--- config.mk ---
export PLATFORM = sky130hd
export DESIGN_NAME = morse_tx
export DESIGN_NICKNAME = d
export VERILOG_FILES = /design/src/rtl/morse_pkg.sv /design/src/rtl/morse_tick_gen.sv /design/src/rtl/morse_tx.sv
export SDC_FILE = /design/constraint.sdc
export NUM_CORES = 1
export LEC_CHECK = 0
export ABC_AREA = 1
export ABC_CLOCK_PERIOD_IN_PS = 4050
export CAP_MARGIN = 20
export CORE_MARGIN = 2
export CORE_UTILIZATION = 37
export CTS_CLUSTER_DIAMETER = 150
export DETAILED_ROUTE_END_ITERATION = 8
export PLACE_DENSITY = 0.55
export SYNTH_ARGS = -nofsm -noshare
export SYNTH_HDL_FRONTEND = slang
export SYNTH_SLANG_ARGS = --single-unit
--- constraint.sdc ---
create_clock -name Clock -period 4.05 [get_ports Clock]
set_input_delay 0.81 -clock Clock [delete_from_list [all_inputs] [get_ports Clock]]
set_output_delay 0.81 -clock Clock [all_outputs]
set_load 0.005 [all_outputs]
--- src/rtl/morse_pkg.sv ---
// rtl/morse_pkg.sv - shared Morse code tables, A..Z dot/dash patterns and lengths
package morse_pkg;

    localparam int MORSE_DEPTH = 26;
    localparam int PAT_W_MAX   = 16;
    localparam int LEN_W       = 5;

    typedef logic [PAT_W_MAX-1:0] morse_pat_t;
    typedef logic [LEN_W-1:0]     morse_len_t;

    // Left-justified unit patterns: dot=1, dash=111, one low unit between symbols.
    localparam morse_pat_t MORSE_PAT [0:MORSE_DEPTH-1] = '{
        16'hB800, 16'hEA80, 16'hEBA0, 16'hEA00, 16'h8000, 16'hAE80, 16'hEE80, 16'hAA00,
        16'hA000, 16'hBBB8, 16'hEB80, 16'hBA80, 16'hEE00, 16'hE800, 16'hEEE0, 16'hBBA0,
        16'hEEB8, 16'hBA00, 16'hA800, 16'hE000, 16'hAE00, 16'hAB80, 16'hBB80, 16'hEAE0,
        16'hEBB8, 16'hEEA0
    };

    localparam morse_len_t MORSE_LEN [0:MORSE_DEPTH-1] = '{
        5'd5,  5'd9,  5'd11, 5'd7,  5'd1,  5'd9,  5'd9,  5'd7,
        5'd3,  5'd13, 5'd9,  5'd9,  5'd7,  5'd5,  5'd11, 5'd11,
        5'd13, 5'd7,  5'd5,  5'd3,  5'd7,  5'd9,  5'd9,  5'd11,
        5'd13, 5'd11
    };

endpackage

--- src/rtl/morse_tick_gen.sv ---
// rtl/morse_tick_gen.sv - rate divider emitting a one-cycle tick every TICK_DIV clocks
module morse_tick_gen #(
    parameter int TICK_DIV = 25000000
) (
    input  logic Clock,
    input  logic Reset_n,
    input  logic clr_i,
    output logic tick_o
);

    localparam int CW = $clog2(TICK_DIV);
    localparam logic [CW-1:0] LAST = CW'(TICK_DIV - 1);

    logic [CW-1:0] cnt_q, cnt_d;

    always_comb begin
        cnt_d = cnt_q + CW'(1);
        if (clr_i || (cnt_q == LAST)) begin
            cnt_d = '0;
        end
    end

    always_ff @(posedge Clock or negedge Reset_n) begin
        if (!Reset_n) begin
            cnt_q <= '0;
        end else begin
            cnt_q <= cnt_d;
        end
    end

    assign tick_o = (cnt_q == LAST);

endmodule

--- src/rtl/morse_tx.sv ---
// rtl/morse_tx.sv - Morse transmitter: variable-length patterns, busy/done, repeat with gap, abort
module morse_tx
    import morse_pkg::*;
#(
    parameter int  TICK_DIV  = 25000000,
    parameter int  PAT_W     = 16,
    parameter int  NUM_CHARS = 8,
    parameter int  GAP_UNITS = 7,
    localparam int SEL_W     = (NUM_CHARS > 1) ? $clog2(NUM_CHARS) : 1
) (
    input  logic             Clock,
    input  logic             Reset_n,
    input  logic [SEL_W-1:0] sel,
    input  logic             start,
    input  logic             repeat_en,
    input  logic             stop,
    output logic             led_out,
    output logic             busy,
    output logic             done
);

    localparam logic [1:0] ST_IDLE  = 2'd0;
    localparam logic [1:0] ST_SHIFT = 2'd1;
    localparam logic [1:0] ST_GAP   = 2'd2;

    localparam int CNT_W = $clog2(PAT_W + 1);
    localparam int GAP_W = (GAP_UNITS > 1) ? $clog2(GAP_UNITS + 1) : 1;

    logic [1:0]       state_q, state_d;
    logic [PAT_W-1:0] shreg_q, shreg_d;
    logic [CNT_W-1:0] bit_cnt_q, bit_cnt_d;
    logic [GAP_W-1:0] gap_cnt_q, gap_cnt_d;
    logic [SEL_W-1:0] sel_q, sel_d;
    logic             led_q, led_d;
    logic             busy_q, busy_d;
    logic             done_q, done_d;

    logic             tick;
    logic             tick_clr;
    logic             sel_ok;
    logic             char_end;
    logic [SEL_W-1:0] load_sel;
    logic [4:0]       pat_idx;
    logic [PAT_W-1:0] load_pat;
    logic [CNT_W-1:0] load_len;

    generate
        if (NUM_CHARS >= (1 << SEL_W)) begin : g_sel_full
            assign sel_ok = 1'b1;
        end else begin : g_sel_chk
            assign sel_ok = (sel < SEL_W'(NUM_CHARS));
        end
    endgenerate

    // Live sel only matters at acceptance; repeats reload from the latched copy.
    assign load_sel = (state_q == ST_IDLE) ? sel : sel_q;
    assign pat_idx  = 5'(load_sel);
    assign load_pat = PAT_W'(MORSE_PAT[pat_idx]) << (PAT_W - PAT_W_MAX);
    assign load_len = CNT_W'(MORSE_LEN[pat_idx]);

    assign tick_clr = (state_q == ST_IDLE) || stop;

    morse_tick_gen #(
        .TICK_DIV (TICK_DIV)
    ) u_tick (
        .Clock   (Clock),
        .Reset_n (Reset_n),
        .clr_i   (tick_clr),
        .tick_o  (tick)
    );

    always_comb begin
        state_d   = state_q;
        shreg_d   = shreg_q;
        bit_cnt_d = bit_cnt_q;
        gap_cnt_d = gap_cnt_q;
        sel_d     = sel_q;
        done_d    = 1'b0;
        char_end  = 1'b0;

        case (state_q)
            ST_IDLE: begin
                if (start && !stop && sel_ok) begin
                    sel_d     = sel;
                    shreg_d   = load_pat;
                    bit_cnt_d = load_len;
                    state_d   = ST_SHIFT;
                end
            end
            ST_SHIFT: begin
                if (stop) begin
                    state_d = ST_IDLE;
                end else if (bit_cnt_q == '0) begin
                    char_end = 1'b1;
                end else if (tick) begin
                    shreg_d   = shreg_q << 1;
                    bit_cnt_d = bit_cnt_q - CNT_W'(1);
                    char_end  = (bit_cnt_q == CNT_W'(1));
                end
            end
            ST_GAP: begin
                if (stop) begin
                    state_d = ST_IDLE;
                end else if (tick) begin
                    if (gap_cnt_q <= GAP_W'(1)) begin
                        if (repeat_en) begin
                            shreg_d   = load_pat;
                            bit_cnt_d = load_len;
                            state_d   = ST_SHIFT;
                        end else begin
                            state_d = ST_IDLE;
                            done_d  = 1'b1;
                        end
                    end else begin
                        gap_cnt_d = gap_cnt_q - GAP_W'(1);
                    end
                end
            end
            default: begin
                state_d = ST_IDLE;
            end
        endcase

        if (char_end) begin
            if (repeat_en) begin
                state_d   = ST_GAP;
                gap_cnt_d = GAP_W'(GAP_UNITS);
            end else begin
                state_d = ST_IDLE;
                done_d  = 1'b1;
            end
        end
    end

    assign led_d  = (state_d == ST_SHIFT) && shreg_d[PAT_W-1];
    assign busy_d = (state_d != ST_IDLE);

    always_ff @(posedge Clock or negedge Reset_n) begin
        if (!Reset_n) begin
            state_q   <= ST_IDLE;
            shreg_q   <= '0;
            bit_cnt_q <= '0;
            gap_cnt_q <= '0;
            sel_q     <= '0;
            led_q     <= 1'b0;
            busy_q    <= 1'b0;
            done_q    <= 1'b0;
        end else begin
            state_q   <= state_d;
            shreg_q   <= shreg_d;
            bit_cnt_q <= bit_cnt_d;
            gap_cnt_q <= gap_cnt_d;
            sel_q     <= sel_d;
            led_q     <= led_d;
            busy_q    <= busy_d;
            done_q    <= done_d;
        end
    end

    assign led_out = led_q;
    assign busy    = busy_q;
    assign done    = done_q;

endmodule
==> qor_table.md, run 1 <==
| Item | This run |
| --- | --- |
| Wire length after detailed routing | 7460 um |
| Period utilisation layout | 0.562 |
| Net count of the mapped netlist | 469 |
| Maximum achievable frequency | 439 MHz |
| Pin count of the biggest net entering global routing | 33 |
| Post-synth EDFFs | 0 |
| TritonRoute pass-1 iters | 4 |
| Worst setup EP type | flip-flop |
| Average wire per standard cell | 13.0 um |
| Hold violation total from the final report | 0 |
| Boundary Pins | 11 |
| Master of the slowest instance on the critical path | clkdlybuf4s50_1 |
| YS warnings | 0 |
| Placed standard-cell area | 3520 um^2 |
| Leak Pwr | 1.71 nW |
| Width of the chip | 98.8 um |
| Buffers on Ports | 10 |
| Slew Limit Headroom | 0.593 |
| Number of DRC violations after detailed routing | 0 |
| CTS tree | yes |
| Portion of the post-synthesis area used by sequential elements | 0.422 |
| Number of flip-flops and latches in the synthesized netlist | 56 |
| Clock network latency to the later pin of the worst-skew pair | 0.32 ns |
| Startpoint type of the worst setup path | primary input |
| Count of inserted antenna diode cells | 0 |
| Layout Cell Area excl Fill | 3620 um^2 |
| Status | complete, no violations |
| Setup-failing EPs final | 0 |
| Post-Synthesis Cell Area | 3320 um^2 |
| Highest-count cells in the layout ignoring fill and taps | 125 x nand2_1, 63 x inv_1, 62 x nor2_1 |
| Cell variety after synth | 34 |
| Vias per cell | 4.85 |
| Syn_area_per_cell | 7.35 um^2 |
| First-pass GRT wire length | 13200 um |
| Final worst slack | 1.77 ns |
| Sum of internal, switching and leakage power | 1.15 mW |
| Detailed router's first-iteration violation count | 155 |
| Height of the die | 98.8 um |
| Post-CTS Resized | 0 |
| RSZ-0062 raised after global routing | false |
| Via count of the first global-routing pass | 2689 |
| Final Hold Slack | 0.474 ns |
| Transition time of the tightest slew-check pin | 0.611 ns |
| Number of antenna violations at the first check in global routing | 0 |
| Die area | 9760 um^2 |
| Most common cell after layout, fill and taps aside | nand2_1 |
| Final nets | 483 |
| Number of buffers inserted by hold repair at cts | 0 |
| Share of flip-flops with an asynchronous set or reset | 1.00 |
| Worst clock skew | 0.00708 ns |
| Number of post-CTS setup repair buffers | 0 |
| Remaining global-route overflow | 0 |
| Top flip-flop cell by instance count after synthesis | dfrtp_1 |
| Cell row count | 34 |
| Clock tree root driver cell | clkbuf_8 |
| Initial core utilization | 0.381 |
| Highest ir drop seen on vdd | 0.132 mV |
| Final number of max-transition violations | 0 |
| Placed wire-length estimate after detailed placement | 5600 um |
| Aggregate global-route resource usage | 0.167 |
| Routability-driven placement congestion ratio | 0.916 |
| Worst path cell trace | clkdlybuf4s50_1 -> inv_1 -> nand3_1 -> buf_4 -> nor3b_1 |
| Buffers plus inverters on the worst setup path | 3 |
| Clock slew at the register clock pins of the worst setup and hold paths | 0.10 ns |
| Share of post-route cells with drive strength above 1 | 0.0899 |
| Gate Count Post-Synth | 452 |
| Maximum level of the CTS H-tree | 2 |
| Kind of cell with the highest combined delay on the critical path | buffers and inverters |
| Post-layout min period | 2.28 ns |
| Clock Sink Count | 56 |
| Antenna viol nets, final | 0 |
| Core Area | 8720 um^2 |
| Count of maximum capacitance violations | 0 |
| CP Data Required Time | 4.29 ns |
| Via count | 2788 |
| Pwr/cell area | 317 nW/um^2 |
| Post-placement setup slack | 1.43 ns |
| Biggest fanout along the worst timing path | 14 |
| Arrival time at the worst endpoint | 2.51 ns |
| Number of clock buffers inserted by TritonCTS | 5 |
| Area growth, synth to finish | 8.85% |
| CP peak stage delay | 0.48 ns |
| Number of buffers between clock root and the deepest sink | 2 |
| Fin Setup TNS | 0 ns |
| Start-to-end type of the worst setup path | in2reg |
| Worst min-delay path category | reg2reg |
==> registers in the layout, summed over array words and instances (netlist names) <==
register / cells
sel_q: 3
gap_cnt_q: 3
done: 1
state_q: 2
busy: 1
u_tick.cnt_q: 25
led_out: 1
bit_cnt_q: 5
shreg_q: 15
==> final timing paths <==
path / cells past startpoint / slack, ns / from / endpoint
setup / recovery: 5 / 1.77 / stop / u_tick.cnt_q[9]
hold / removal: 2 / 0.47 / shreg_q[1] / shreg_q[1]
setup reg to reg: 9 / 1.79 / u_tick.cnt_q[0] / u_tick.cnt_q[9]
hold reg to reg: 2 / 0.47 / shreg_q[1] / shreg_q[1]
max in group asynchronous: 2 / 2.71 / Reset_n / shreg_q[13]
min in group asynchronous: 1 / 0.49 / Reset_n / u_tick.cnt_q[2]
==> power by group <==
| group | internal, mW | switching [mW] |
|---|---|---|
| Clock | 0.137 | 0.195 |
| Combinational | 0.0671 | 0.122 |
| Sequential | 0.599 | 0.0269 |
| Total | 0.804 | 0.344 |
==> layer usage <==
layer / vias to the layer above / wire (um) / track usage / share of wire
li1: 1446 / - / - / -
met1: 1275 / 3950 / 0.252 / 0.53
met2: 62 / 3140 / 0.245 / 0.42
met3: 5 / 301 / 0.0340 / 0.040
met4: 0 / 70 / 0.0379 / 0.0094
met5: - / 0 / 0 / 0
==> synth_stat cells (3+ instances only) <==
library cell	count	share of area
a21oi_1	7	0.011
a22oi_1	6	0.014
buf_6	3	0.010
dfrtp_1	56	0.42
ha_1	9	0.034
inv_1	63	0.071
inv_2	4	0.0045
nand2_1	125	0.14
nand2_2	6	0.011
nand3_1	23	0.035
nand4_1	10	0.019
nor2_1	62	0.070
nor2_2	9	0.017
nor3_1	20	0.030
nor3b_1	3	0.0068
o21ai_0	11	0.017
o21ai_2	5	0.013
xor2_1	8	0.021
==> layout make-up <==
cell class	instances	area, um^2
Timing Repair Buffer	12	110
Sequential cell	56	1400
Inverter	68	256
Clock inverter	2	10.0
Fill cell	898	5100
Multi-Input combinational cell	323	1620
Tap cell	108	135
Clock buffer	6	82.6
==> stage by stage <==
stage	utilization	std cells
4_1_cts	0.415	575
3_3_place_gp	0.404	567
3_5_place_dp	0.404	567
6_report	0.415	575
5_1_grt	0.415	575
2_1_floorplan	-	452
==> tightest hold or removal path, delay by kind of cell (launching register included) <==
family | cells | cell delay (ns)
flops | 1 | 0.35
buf+inv | 1 | 0.05
simple gates | 1 | 0.05
==> logic make-up (layout without fill, tap and decap cells) <==
family	after synthesis	in the layout	share of synthesized area
fa+ha+maj	9	9	0.0339
buf+inv	73	88	0.0904
xor+xnor	10	10	0.0264
simple gates	266	266	0.354
flops	56	56	0.422
compound gates	38	38	0.0734
No activity file was read; power rests on OpenSTA's default activity.
==> run 2: changes to the inputs <==
--- a/config.mk
+++ b/config.mk
@@ -6,7 +6,7 @@
 export NUM_CORES = 1
 export LEC_CHECK = 0
 export ABC_AREA = 1
-export ABC_CLOCK_PERIOD_IN_PS = 4050
+export ABC_CLOCK_PERIOD_IN_PS = 2400
 export CAP_MARGIN = 20
 export CORE_MARGIN = 2
 export CORE_UTILIZATION = 37
==> constraint.sdc (replaced) <==
create_clock -name Clock -period 2.4 [get_ports Clock]
set_input_delay 0.48 -clock Clock [delete_from_list [all_inputs] [get_ports Clock]]
set_output_delay 0.48 -clock Clock [all_outputs]
set_load 0.005 [all_outputs]
==> run 2 against run 1 <==
Global-route usage fell by 0.31 points. Non-clock buffer count is 3 higher. Worst setup slack got worse by 1.4 ns. Core utilization rose by 0.52 points. Clock skew grew 0.0069 ns. Power is 77% higher. Critical path type is now reg2reg. Largest power group unchanged.
==> qor_table.md, run 2 (synthesis gave the netlist of run 1 again) <==
| Item | This run |
| --- | --- |
| Status | complete, no violations |
| Kind of cell with the highest combined delay on the critical path | simple AND/OR/NAND/NOR gates |
| Number of DRC violations after detailed routing | 0 |
| Clock Sink Count | 56 |
| Placed wire-length estimate after detailed placement | 5620 um |
| Number of clock buffers inserted by TritonCTS | 5 |
| Width of the chip | 98.8 um |
| Most frequent cell on the critical path | nand2_2 |
| Area growth, synth to finish | 10.2% |
| Die area | 9760 um^2 |
| Max FFs per register | 25 |
| Number of post-CTS setup repair buffers | 0 |
| CTS tree | yes |
| RSZ-0062 raised after global routing | false |
| Routability-driven placement congestion ratio | 0.922 |
| CP Data Required Time | 2.61 ns |
| Maximum achievable frequency | 484 MHz |
| Clock network latency to the later pin of the worst-skew pair | 0.32 ns |
| Period utilisation layout | 0.861 |
| Start-to-end type of the worst setup path | reg2reg |
| Hold violation total from the final report | 0 |
| Count of inserted antenna diode cells | 0 |
| Sum of internal, switching and leakage power | 2.03 mW |
| Startpoint type of the worst setup path | flip-flop |
| Final std cells w/o fill | 578 |
| Number of buffers between clock root and the deepest sink | 2 |
| Most common cell after layout, fill and taps aside | nand2_1 |
| Count of maximum capacitance violations | 0 |
| Fin Setup TNS | 0 ns |
| Clock tree root driver cell | clkbuf_8 |
| Maximum level of the CTS H-tree | 2 |
| Fillers | 907 |
| Via count of the first global-routing pass | 2684 |
| Final Hold Slack | 0.292 ns |
| Worst path cell trace | ha_1 -> nand3_2 -> clkinv_2 -> nand2_1 -> nor2_2 -> nand2_2 -> inv_2 -> nand2_2 -> nand2_2 -> nand3_4 -> nand2_1 -> o21ai_2 |
| TritonRoute pass-1 iters | 4 |
| Via count | 2841 |
| Post-CTS Resized | 0 |
| Buffers plus inverters on the worst setup path | 2 |
| Final number of max-transition violations | 0 |
| Setup-failing EPs final | 0 |
| Highest ir drop seen on vdd | 0.262 mV |
| Clock slew at the register clock pins of the worst setup and hold paths | 0.11 ns |
| Leak Pwr | 1.73 nW |
| Cell row count | 34 |
| Arrival time at the worst endpoint | 2.28 ns |
| Boundary Pins | 11 |
| Biggest fanout along the worst timing path | 23 |
| Aggregate global-route resource usage | 0.164 |
| Detailed router's first-iteration violation count | 155 |
| Antenna viol nets, final | 0 |
| Internal reg-to-reg setup slack | 0.33 ns |
| Layout Cell Area excl Fill | 3660 um^2 |
| Placed Cells incl. Taps | 570 |
| Number of antenna violations at the first check in global routing | 0 |
| Average wire per standard cell | 13.0 um |
| Post-layout min period | 2.07 ns |
| R2R depth | 12 |
| Worst R2R Start | u_tick.cnt_q[0] |
| R2R Path End | bit_cnt_q[2] |
| Share of post-route cells with drive strength above 1 | 0.0957 |
| Worst min-delay path category | in2async |
| Highest-count cells in the layout ignoring fill and taps | 125 x nand2_1, 63 x inv_1, 62 x nor2_1 |
| Height of the die | 98.8 um |
| Slew Limit Headroom | 0.512 |
| Remaining global-route overflow | 0 |
| Wire length after detailed routing | 7490 um |
| Core Area | 8720 um^2 |
| Worst setup EP type | flip-flop |
| CP peak stage delay | 0.43 ns |
| Leading registers by flop count | u_tick.cnt_q (25), shreg_q (15), bit_cnt_q (5) |
| Initial core utilization | 0.381 |
| Worst clock skew | 0.0140 ns |
| Pwr/cell area | 555 nW/um^2 |
| Transition time of the tightest slew-check pin | 0.732 ns |
| Largest register by flop count | u_tick.cnt_q |
| Vias per cell | 4.92 |
| Final nets | 486 |
| Master of the slowest instance on the critical path | dfrtp_1 |
| Number of buffers inserted by hold repair at cts | 0 |
| First-pass GRT wire length | 12900 um |
| Pin count of the biggest net entering global routing | 57 |
| Buffers on Ports | 10 |
| Placed standard-cell area | 3550 um^2 |
[run 2: cell count changes in the layout (fill, tap and decap cells not counted), sizes merged]
| cell | previous run | this run |
|---|---|---|
| clkbuf | 6 | 5 |
| clkinv | 3 | 1 |
| buf | 3 | 6 |
| inv | 67 | 68 |
| bufinv | 0 | 1 |
| clkinvlp | 0 | 1 |
[run 2: cell type report]
cell class | count | area (um^2) | area share
Clock inverter | 3 | 46.3 | 0.0126
Clock buffer | 5 | 68.8 | 0.0188
Sequential cell | 56 | 1400 | 0.383
Multi-Input combinational cell | 323 | 1620 | 0.443
Tap cell | 108 | 135 | 0.0369
Inverter | 68 | 256 | 0.0700
Timing Repair Buffer | 15 | 133 | 0.0362
[run 2: how the worst max path moves through the flow]
stage                    startpoint      endpoint  slack (ns)  cells past startpoint
detailed placement           sel[0]  bit_cnt_q[2]        0.14                      9
global route        u_tick.cnt_q[0]  bit_cnt_q[1]        0.10                     12
global placement             sel[0]  bit_cnt_q[2]        0.21                      9
CTS                 u_tick.cnt_q[0]  bit_cnt_q[4]        0.32                     12
finish              u_tick.cnt_q[0]  bit_cnt_q[2]        0.33                     12
floorplan                state_q[1]  bit_cnt_q[2]        0.72                      9
[run 2: per-stage QoR]
stage	setup WS, ns	utilization
2_1_floorplan	0.717	-
3_3_place_gp	0.206	0.407
3_5_place_dp	0.144	0.407
4_1_cts	0.318	0.420
5_1_grt	0.102	0.420
6_report	0.334	0.420
[run 2: worst register-to-register path: stages, from the launching register on]
cell and delay [ns]:
dfrtp_1 0.43, ha_1 0.24, nand3_2 0.14, clkinv_2 0.12, nand2_1 0.07, nor2_2 0.14
nand2_2 0.10, inv_2 0.10, nand2_2 0.05, nand2_2 0.08, nand3_4 0.26, nand2_1 0.17
o21ai_2 0.06
[run 2: per-layer routing]
| metal | track usage | vias to the layer above | part of all wire |
|---|---|---|---|
| met2 | 0.241 | 48 | 0.42 |
| met1 | 0.249 | 1328 | 0.53 |
| met4 | 0.0421 | 0 | 0.011 |
| li1 | - | 1458 | - |
| met3 | 0.0277 | 7 | 0.038 |
| met5 | 0 | - | 0 |
[run 2: where the power goes]
group          switching [mW]  internal, mW  total [mW]
Clock                   0.342         0.315       0.657
Combinational           0.205         0.114       0.319
Sequential             0.0463          1.01        1.06
Total                   0.593          1.44        2.03
==> run 3: changes to the inputs <==
--- a/config.mk
+++ b/config.mk
@@ -9,10 +9,10 @@
 export ABC_CLOCK_PERIOD_IN_PS = 2400
 export CAP_MARGIN = 20
 export CORE_MARGIN = 2
-export CORE_UTILIZATION = 37
+export CORE_UTILIZATION = 44
 export CTS_CLUSTER_DIAMETER = 150
 export DETAILED_ROUTE_END_ITERATION = 8
-export PLACE_DENSITY = 0.55
+export PLACE_DENSITY = 0.62
 export SYNTH_ARGS = -nofsm -noshare
 export SYNTH_HDL_FRONTEND = slang
 export SYNTH_SLANG_ARGS = --single-unit
==> run 3 against run 2 <==
Global-route usage grew 3.0 points. Sequential share of layout area grew 0.28 points. Wire length grew 0.35%. Largest power group unchanged. Register-to-register slack lost 0.02 ns. Cell count shrank 1.4%. First-iteration DRC count grew 41%.
==> qor_table.md, run 3 (synthesis gave the netlist of run 1 again) <==
| Item | This run |
| --- | --- |
| Arrival time at the worst endpoint | 2.29 ns |
| Detailed router's first-iteration violation count | 219 |
| Fin Setup TNS | 0 ns |
| Number of post-CTS setup repair buffers | 0 |
| Internal reg-to-reg setup slack | 0.32 ns |
| Clock tree root driver cell | clkbuf_8 |
| Via count of the first global-routing pass | 2755 |
| Post-placement setup slack | 0.184 ns |
| Via count | 2856 |
| RSZ-0062 raised after global routing | false |
| Setup-failing EPs final | 0 |
| Worst clock skew | 0.00900 ns |
| Most common cell after layout, fill and taps aside | nand2_1 |
| Count of inserted antenna diode cells | 0 |
| Highest-count cells in the layout ignoring fill and taps | 125 x nand2_1, 63 x inv_1, 62 x nor2_1 |
| R2R Path End | bit_cnt_q[2] |
| TritonRoute pass-1 iters | 5 |
| Pin count of the biggest net entering global routing | 26 |
| Width of the chip | 90.9 um |
| Start-to-end type of the worst setup path | reg2reg |
| Clock slew at the register clock pins of the worst setup and hold paths | 0.10 ns |
| Worst min-delay path category | in2async |
| Pwr/cell area | 530 nW/um^2 |
| Number of buffers between clock root and the deepest sink | 2 |
| Number of buffers inserted by hold repair at cts | 0 |
| Number of antenna violations at the first check in global routing | 0 |
| Die area | 8260 um^2 |
| Area growth, synth to finish | 9.41% |
| Share of post-route cells with drive strength above 1 | 0.0977 |
| R2R depth | 12 |
| Remaining global-route overflow | 0 |
| Final std cells w/o fill | 570 |
| First-pass GRT wire length | 13200 um |
| Timing startpoint of the critical path | u_tick.cnt_q[0] |
| Placed wire-length estimate after detailed placement | 5650 um |
| Core Area | 7290 um^2 |
| Transition time of the tightest slew-check pin | 0.508 ns |
| Buffers on Ports | 10 |
| Hold violation total from the final report | 0 |
| Worst setup EP type | flip-flop |
| Initial core utilization | 0.456 |
| Leak Pwr | 1.73 nW |
| Number of DRC violations after detailed routing | 0 |
| Number of clock buffers inserted by TritonCTS | 5 |
| Vias per cell | 5.01 |
| Routability-driven placement congestion ratio | 0.935 |
| Count of maximum capacitance violations | 0 |
| Antenna viol nets, final | 0 |
| Leading registers by flop count | u_tick.cnt_q (25), shreg_q (15), bit_cnt_q (5) |
| Placed standard-cell area | 3540 um^2 |
| Post-layout min period | 2.08 ns |
| Cell row count | 31 |
| Slew Limit Headroom | 0.661 |
| Average wire per standard cell | 13.2 um |
| Biggest fanout along the worst timing path | 23 |
| Final number of max-transition violations | 0 |
| Placed Cells incl. Taps | 562 |
| Period utilisation layout | 0.869 |
| Post-CTS Resized | 0 |
| Clock network latency to the later pin of the worst-skew pair | 0.31 ns |
| Layout Cell Area excl Fill | 3640 um^2 |
| Startpoint type of the worst setup path | flip-flop |
| Boundary Pins | 11 |
| Final nets | 487 |
| Highest ir drop seen on vdd | 0.283 mV |
| Maximum achievable frequency | 480 MHz |
| Finished Core Util | 0.499 |
| CTS tree | yes |
| Aggregate global-route resource usage | 0.194 |
| Clock Sink Count | 56 |
| Height of the die | 90.9 um |
| Largest register by flop count | u_tick.cnt_q |
| CP Data Required Time | 2.61 ns |
| Final worst slack | 0.315 ns |
| Worst R2R Start | u_tick.cnt_q[0] |
| Wire length after detailed routing | 7510 um |
| Max FFs per register | 25 |
| Status | complete, no violations |
| Maximum level of the CTS H-tree | 2 |
[run 3: changes by cell type in the layout (fill, tap and decap cells not counted)]
cell | previous run | this run
inv_6 | 1 | 0
clkbuf_8 | 5 | 6
clkinvlp_4 | 1 | 0
buf_4 | 5 | 6
clkinv_2 | 1 | 3
bufinv_16 | 1 | 0
[run 3: metal layers]
layer | part of all wire | track usage | up-vias
met5 | 0 | 0 | -
met4 | 0.010 | 0.0429 | 0
met3 | 0.036 | 0.0292 | 6
met2 | 0.43 | 0.297 | 59
met1 | 0.53 | 0.290 | 1334
li1 | - | - | 1457
[run 3: worst max path at each step]
stage	slack (ns)	cells after the start	end
CTS	0.32	12	bit_cnt_q[2]
global route	0.14	12	shreg_q[14]
detailed placement	0.18	11	shreg_q[10]
floorplan	0.72	9	bit_cnt_q[2]
global placement	0.22	9	bit_cnt_q[2]
finish	0.32	12	bit_cnt_q[2]
[run 3: area by class of cell]
| cell class | instances | area [um^2] |
|---|---|---|
| inverters | 68 | 256 |
| fillers | 765 | 3660 |
| multi-input cells | 323 | 1620 |
| flip-flops and latches | 56 | 1400 |
| clock buffers | 6 | 82.6 |
| repair buffers | 16 | 140 |
| clock inverters | 2 | 10.0 |
| well taps | 99 | 124 |
[run 3: where the power goes]
part,switching [mW],internal (mW)
combinational,0.208,0.116
clock,0.311,0.232
sequential,0.0485,1.01
total,0.568,1.36
[run 3: metrics by stage]
stage / hold WS (ns) / power [mW]
2_1_floorplan: 0.184 / 1.30
3_3_place_gp: 0.452 / 1.39
3_5_place_dp: 0.452 / 1.40
4_1_cts: 0.140 / 1.95
5_1_grt: 0.162 / 2.04
6_report: 0.121 / 1.93
[run 3: critical path: stages (launching register included)]
cell and delay (ns):
dfrtp_1 0.43, ha_1 0.23, nand3_2 0.14, clkinv_2 0.13, nand2_1 0.07, nor2_2 0.15
nand2_2 0.10, inv_2 0.10, nand2_2 0.05, nand2_2 0.08, nand3_4 0.26, nand2_1 0.18
o21ai_2 0.06
